[config.mk]
export PLATFORM = sky130hd
export DESIGN_NAME = object_pool_manager
export DESIGN_NICKNAME = d
export VERILOG_FILES = /design/src/rtl/objpool_pkg.sv /design/src/rtl/objpool_slot_fsm.sv /design/src/rtl/object_pool_manager.sv
export SDC_FILE = /design/constraint.sdc
export NUM_CORES = 1
export LEC_CHECK = 0
export CORE_UTILIZATION = 35
export DETAILED_ROUTE_END_ITERATION = 10
export PLACE_DENSITY = 0.73
export SLEW_MARGIN = 20
export SYNTH_ARGS = -nofsm -noshare
export SYNTH_HDL_FRONTEND = slang
export SYNTH_HIERARCHICAL = 1
export SYNTH_SLANG_ARGS = --single-unit
[constraint.sdc]
create_clock -name clk -period 2.65 [get_ports clk]
set_input_delay 0.795 -clock clk [delete_from_list [all_inputs] [get_ports clk]]
set_output_delay 0.795 -clock clk [all_outputs]
set_load 0.01 [all_outputs]
[src/rtl/objpool_pkg.sv]
// Shared types and constants for the object pool manager and its per-slot FSMs.
package objpool_pkg;

    typedef enum logic [1:0] {
        IDLE = 2'd0,
        WAIT = 2'd1,
        LOAD = 2'd2,
        RUN  = 2'd3
    } slot_state_t;

    localparam int unsigned PIX_W = 12;
    localparam logic [PIX_W-1:0] PIX_TRANSPARENT = 12'h000;

    localparam int unsigned VX_MOD  = 7;
    localparam int unsigned VY_BASE = 6;
    localparam int unsigned VY_MOD  = 10;

    function automatic int unsigned count_ones(input logic [7:0] v);
        int unsigned n;
        n = 0;
        for (int unsigned i = 0; i < 8; i++) begin
            n += int'(v[i]);
        end
        return n;
    endfunction

endpackage

[src/rtl/objpool_slot_fsm.sv]
// One object slot: lifecycle FSM, random respawn delay, spawn-parameter latches
// and the local reset for that slot's motion instance.
module objpool_slot_fsm
    import objpool_pkg::*;
#(
    parameter int unsigned ADDR_W  = 18,
    parameter int unsigned H_RES   = 640,
    parameter int unsigned SPAWN_Y = 375,
    parameter int unsigned OBJ_W   = 100,
    parameter int unsigned DELAY_W = 6
) (
    input  logic                clk,
    input  logic                rstn,
    input  logic                en,
    input  logic                tick,
    input  logic                grant,
    input  logic                oob,
    input  logic                kill,
    input  logic [15:0]         rand_in,
    input  logic [8*ADDR_W-1:0] sprite_base,
    output logic                ready,
    output logic                in_load,
    output logic                active,
    output logic                slot_rstn,
    output logic [9:0]          initposx,
    output logic [9:0]          initposy,
    output logic [9:0]          initvx,
    output logic [9:0]          initvy,
    output logic [ADDR_W-1:0]   addr
);

    localparam int unsigned X_SPAN = H_RES - OBJ_W;

    slot_state_t        state, state_nx;
    logic [DELAY_W-1:0] delay_cnt;

    always_ff @(posedge clk) begin
        if (!rstn) state <= IDLE;
        else       state <= state_nx;
    end

    always_comb begin
        state_nx = state;
        case (state)
            IDLE:    if (en) state_nx = WAIT;
            WAIT:    if (grant) state_nx = LOAD;
            LOAD:    state_nx = RUN;
            RUN:     if (kill || oob) state_nx = IDLE;
            default: state_nx = IDLE;
        endcase
    end

    always_comb begin
        ready     = (state == WAIT) && (delay_cnt == '0);
        in_load   = (state == LOAD);
        active    = (state == RUN);
        slot_rstn = (state == RUN);
    end

    // Delay is frozen while the game is paused so a resumed slot keeps its place.
    always_ff @(posedge clk) begin
        if (!rstn) begin
            delay_cnt <= '0;
        end else if (state == IDLE && en) begin
            delay_cnt <= rand_in[DELAY_W-1:0] | DELAY_W'(1);
        end else if (state == WAIT && en && tick && delay_cnt != '0) begin
            delay_cnt <= delay_cnt - DELAY_W'(1);
        end
    end

    always_ff @(posedge clk) begin
        if (!rstn) begin
            initposx <= '0;
            initposy <= '0;
            initvx   <= '0;
            initvy   <= '0;
            addr     <= '0;
        end else if (state == LOAD) begin
            initposx <= 10'(32'(rand_in[9:0]) % X_SPAN);
            initposy <= 10'(SPAWN_Y);
            initvx   <= 10'(32'(rand_in[15:13]) % VX_MOD);
            initvy   <= 10'(VY_BASE + 32'(rand_in[9:6]) % VY_MOD);
            addr     <= sprite_base[32'(rand_in[12:10])*ADDR_W +: ADDR_W];
        end
    end

endmodule

[src/rtl/object_pool_manager.sv]
// Schedules NUM_OBJ flying-object slots and merges their pixels by fixed priority.
// Optional kill counter output is enabled by defining OBJPOOL_KILL_COUNT_EN.
module object_pool_manager
    import objpool_pkg::*;
#(
    parameter int unsigned NUM_OBJ   = 4,
    parameter int unsigned ADDR_W    = 18,
    parameter int unsigned H_RES     = 640,
    parameter int unsigned SPAWN_Y   = 375,
    parameter int unsigned OBJ_W     = 100,
    parameter int unsigned DELAY_W   = 6,
    parameter int unsigned SPAWN_GAP = 8
) (
    input  logic                      clk,
    input  logic                      rstn,
    input  logic                      en,
    input  logic [15:0]               rand_in,
    input  logic                      moveclk,
    input  logic [8*ADDR_W-1:0]       sprite_base,
    input  logic [NUM_OBJ-1:0]        oob,
    input  logic [NUM_OBJ-1:0]        kill,
    input  logic [NUM_OBJ*PIX_W-1:0]  pix_in,
    output logic [NUM_OBJ-1:0]        slot_rstn,
    output logic [NUM_OBJ*10-1:0]     initposx,
    output logic [NUM_OBJ*10-1:0]     initposy,
    output logic [NUM_OBJ*10-1:0]     initvx,
    output logic [NUM_OBJ*10-1:0]     initvy,
    output logic [NUM_OBJ*ADDR_W-1:0] addr,
    output logic [NUM_OBJ-1:0]        active,
    output logic [PIX_W-1:0]          vga_data
`ifdef OBJPOOL_KILL_COUNT_EN
    ,
    output logic [15:0]               kill_count
`endif
);

    localparam int unsigned GAP_W = $clog2(SPAWN_GAP + 1);

    logic               mclk_q, tick;
    logic [GAP_W-1:0]   gap_cnt;
    logic [NUM_OBJ-1:0] ready, in_load, grant;
    logic               spawn_ok, granted;
    logic [PIX_W-1:0]   pix_sel;
    logic               pix_hit;

    always_ff @(posedge clk) begin
        if (!rstn) begin
            mclk_q <= 1'b0;
            tick   <= 1'b0;
        end else begin
            mclk_q <= moveclk;
            tick   <= moveclk & ~mclk_q;
        end
    end

    // Reload happens during LOAD; arbitration is blocked for that clk so the gap still holds.
    always_ff @(posedge clk) begin
        if (!rstn)                     gap_cnt <= GAP_W'(SPAWN_GAP);
        else if (|in_load)             gap_cnt <= GAP_W'(SPAWN_GAP);
        else if (tick && gap_cnt != '0) gap_cnt <= gap_cnt - GAP_W'(1);
    end

    always_comb begin
        grant    = '0;
        granted  = 1'b0;
        spawn_ok = en && (gap_cnt == '0) && !(|in_load);
        for (int unsigned i = 0; i < NUM_OBJ; i++) begin
            if (spawn_ok && ready[i] && !granted) begin
                grant[i] = 1'b1;
                granted  = 1'b1;
            end
        end
    end

    for (genvar g = 0; g < NUM_OBJ; g++) begin : g_slot
        objpool_slot_fsm #(
            .ADDR_W (ADDR_W),
            .H_RES  (H_RES),
            .SPAWN_Y(SPAWN_Y),
            .OBJ_W  (OBJ_W),
            .DELAY_W(DELAY_W)
        ) u_slot (
            .clk        (clk),
            .rstn       (rstn),
            .en         (en),
            .tick       (tick),
            .grant      (grant[g]),
            .oob        (oob[g]),
            .kill       (kill[g]),
            .rand_in    (rand_in),
            .sprite_base(sprite_base),
            .ready      (ready[g]),
            .in_load    (in_load[g]),
            .active     (active[g]),
            .slot_rstn  (slot_rstn[g]),
            .initposx   (initposx[g*10 +: 10]),
            .initposy   (initposy[g*10 +: 10]),
            .initvx     (initvx[g*10 +: 10]),
            .initvy     (initvy[g*10 +: 10]),
            .addr       (addr[g*ADDR_W +: ADDR_W])
        );
    end

    always_comb begin
        pix_sel = PIX_TRANSPARENT;
        pix_hit = 1'b0;
        for (int unsigned i = 0; i < NUM_OBJ; i++) begin
            if (!pix_hit && active[i] && pix_in[i*PIX_W +: PIX_W] != PIX_TRANSPARENT) begin
                pix_sel = pix_in[i*PIX_W +: PIX_W];
                pix_hit = 1'b1;
            end
        end
    end

    always_ff @(posedge clk) begin
        if (!rstn) vga_data <= '0;
        else       vga_data <= pix_sel;
    end

`ifdef OBJPOOL_KILL_COUNT_EN
    logic [16:0] kill_sum;

    always_comb begin
        kill_sum = 17'(kill_count) + 17'(count_ones(8'(kill & active)));
    end

    always_ff @(posedge clk) begin
        if (!rstn)            kill_count <= '0;
        else if (kill_sum[16]) kill_count <= '1;
        else                  kill_count <= kill_sum[15:0];
    end
`endif

endmodule

==> results.json <==
{
  "dieArea_um2": 42900,
  "critPathMaxStageDelay_ns": 0.56,
  "first_global_vias": 14100,
  "antenna_found_initial": 2,
  "max_freq_mhz": 388,
  "post-synth-top-count-cell": "dfxtp_1",
  "tns_ns": 0,
  "routed_wl_um": 53500,
  "min_path_type": "reg -> reg",
  "power_density_nw_per_um2": 693,
  "regArea_um2": 4450,
  "layout-drive-gt1-share_pct": 17.2,
  "gp_congestion": 0.914,
  "post_cts_buffers": 0,
  "path_clk_slew_ns": 0.06,
  "top_level_ports": 472,
  "period_needed_ns": 2.58,
  "avgRoutedWirePerCell_um": 21.3,
  "ys_types": 69,
  "ctsLongestPathBuffers": 3,
  "worstSetupPathType": "reg -> out",
  "synthAdderAreaFrac_pct": 4.42,
  "cts_buffers": 28,
  "syn_area_per_cell_um2": 9.79,
  "worstSetupEndpoint": "active[3]",
  "synth_edf_count": 0,
  "rrSetupSlack_ns": 0.21,
  "vias": 14200,
  "endpoint_kind": "primary output",
  "finClkSkew_ns": 0.0113,
  "crit_required_ns": 1.86,
  "ys_async_sr_fraction_pct": 0,
  "core_area_um2": 41200,
  "slew_headroom_pct": 49.9,
  "drt-initial-drc-count": 1049,
  "first_pass_iters": 10,
  "fin_nets": 2223,
  "cp-startpoint": "g_slot[3].u_slot/state[1]",
  "ys_seq_elements": 222,
  "crit_chain": "ha_2, clkdlybuf4s50_1",
  "synth_top_area_share_pct": 30.2,
  "synthFlopType": "dfxtp_1",
  "worstPathArrival_ns": 1.78,
  "synthesis.area_um2": 14700,
  "ys.warnings.count": 6,
  "drcViolationCount": 4,
  "fp.dieW_um": 207,
  "port_buffers": 447,
  "viasPerCell": 5.67,
  "die_h_um": 207,
  "grt_max_degree": 57,
  "yosys.area_share.simple_pct": 13.4,
  "tightest_slew_ns": 0.751,
  "grt_pass1_wl_um": 81200,
  "cts_hold_buf": 0,
  "root_buffer": "clkbuf_16",
  "synth_top_family_by_area": "multiplexers",
  "h-tree-depth": 1,
  "violations": "DRC",
  "initial_core_util_pct": 35.8,
  "clock-sinks": 222,
  "ir_drop_uv": 392,
  "status": "finished with violations",
  "crit_fanout": 5,
  "syn2layout_area_growth_pct": 42.2,
  "cap_violations": 0,
  "r2r-start": "g_slot[1].u_slot/state[0]",
  "gr-total-overflow": 0,
  "fin_crit_sh_pct": 97.2,
  "yosysSeqAreaShare_pct": 30.2,
  "yosysTopAreaCell": "dfxtp_1",
  "netlist_top_cells_count": "dfxtp_1 (222), nor2_1 (175), mux4_2 (132)",
  "hold_viol": 0,
  "clkLatencyLatePin_ns": 0.55,
  "setup_viol": 0,
  "multi_input_area_um2": 9120,
  "rows": 74,
  "dp_cells": 2453,
  "grt_util_all_layers_pct": 24.1,
  "reg2reg_depth": 12,
  "rr_endpoint": "g_slot[1].u_slot/state[1]",
  "synthCells": 1504,
  "leakage_nw": 7.91,
  "start_kind": "flop",
  "synth-compound-area-share_pct": 16.4,
  "slowest_stage": "clkdlybuf4s50_1",
  "synth_area_leaders": "dfxtp_1 (30%), mux4_2 (20%), nor2_1 (4.5%), ha_1 (4.4%), o21ai_0 (4.3%)",
  "num-fill-cells": 3693,
  "synthMuxAreaShare_pct": 25.2,
  "synth-xor-area-share_pct": 1.61,
  "cts_tree": "built",
  "instances_no_fill": 2507,
  "dp.final_hpwl_um": 40300,
  "slew_violations": 0,
  "ant_nets": 0
}
cell families (layout without fill, tap and decap cells):
group | Yosys count | count (layout)
XOR/XNOR | 27 | 27
buffers and inverters | 223 | 671
multiplexers | 186 | 186
AO/OA/AOI/OAI | 385 | 385
adder cells (fa/ha/maj) | 52 | 52
AND/OR/NAND/NOR | 405 | 405
other | 4 | 27
flip-flops | 222 | 222
worst max-delay path, delay by kind of cell (launching register included):
family | cells | cell delay (ns)
adder cells (fa/ha/maj) | 1 | 0.28
buffers and inverters | 1 | 0.56
flip-flops | 1 | 0.39
routing by layer:
layer,GRT usage (%),part of all wire (%),vias to the layer above
li1,-,-,6472
met1,27.4,37,6824
met2,42.6,49,793
met3,6.63,10,124
met4,9.78,3.7,0
met5,0,0,-
how the worst min path moves through the flow:
stage,start,end,slack (ns),cells past startpoint
CTS,mclk_q,tick,0.39,1
finish,mclk_q,tick,0.39,1
detailed placement,mclk_q,tick,0.39,1
floorplan,mclk_q,tick,0.37,1
global route,mclk_q,tick,0.42,1
global placement,mclk_q,tick,0.38,1
per-stage QoR:
stage	instance area (um2)	util (%)	power (mW)	hold slack [ns]	worst slack, ns
finish	20900	50.8	14.5	0.388	0.0732
detailed placement	19900	48.3	10.3	0.385	-0.184
CTS	20900	50.7	14.6	0.394	0.0108
floorplan	14800	-	7.59	0.367	0.260
global placement	19900	48.3	10.2	0.377	-0.197
global route	20900	50.8	15.3	0.418	-0.0125
power breakdown:
part	internal (mW)	switching (mW)	total [mW]	leakage [nW]
Sequential	4.06	0.513	4.57	1.81
Combinational	2.91	2.83	5.74	5.61
Clock	2.62	1.57	4.19	0.491
Total	9.59	4.91	14.5	7.91
final cells by class:
cell class	count	share of cell area [%]
diodes	3	0.0358
flip-flops and latches	222	21.2
well taps	532	3.18
multi-input cells	1079	43.5
clock inverters	15	1.06
repair buffers	560	26.1
inverters	60	1.08
clock buffers	36	3.83
timing repair:
item	CTS	global route
gates resized for setup	1	8
setup endpoints to repair	2	11
pin swaps	0	0
cell usage in the layout, fill, tap and decap left out, types with 9 or more instances in the layout:
| cell | n |
|---|---|
| mux4_2 | 132 |
| buf_4 | 103 |
| and3_1 | 13 |
| dfxtp_1 | 220 |
| nand2b_1 | 21 |
| inv_1 | 60 |
| nor2b_1 | 12 |
| nand3_1 | 31 |
| a21o_1 | 10 |
| nor2_1 | 175 |
| a21oi_1 | 57 |
| a221oi_1 | 13 |
| buf_12 | 12 |
| nand2_1 | 73 |
| clkdlybuf4s50_1 | 441 |
| a211oi_1 | 21 |
| ha_1 | 44 |
| xor2_1 | 24 |
| mux4_1 | 12 |
| a31oi_1 | 19 |
| and2_1 | 12 |
| o22ai_1 | 74 |
| conb_1 | 24 |
| mux2i_1 | 42 |
| o21ai_0 | 128 |
| nand3b_1 | 9 |
| clkbuf_16 | 29 |
| nor3b_1 | 9 |
state kept, by name, indices dropped and copies added, names as in the netlist:
signal                   count
g_slot.u_slot/addr          72
g_slot.u_slot/delay_cnt     24
g_slot.u_slot/initposx      40
g_slot.u_slot/initposy       4
g_slot.u_slot/initvx        16
g_slot.u_slot/initvy        40
g_slot.u_slot/state          8
gap_cnt                      4
mclk_q                       1
tick                         1
vga_data                    12
Power figures use the tool's default switching activity.
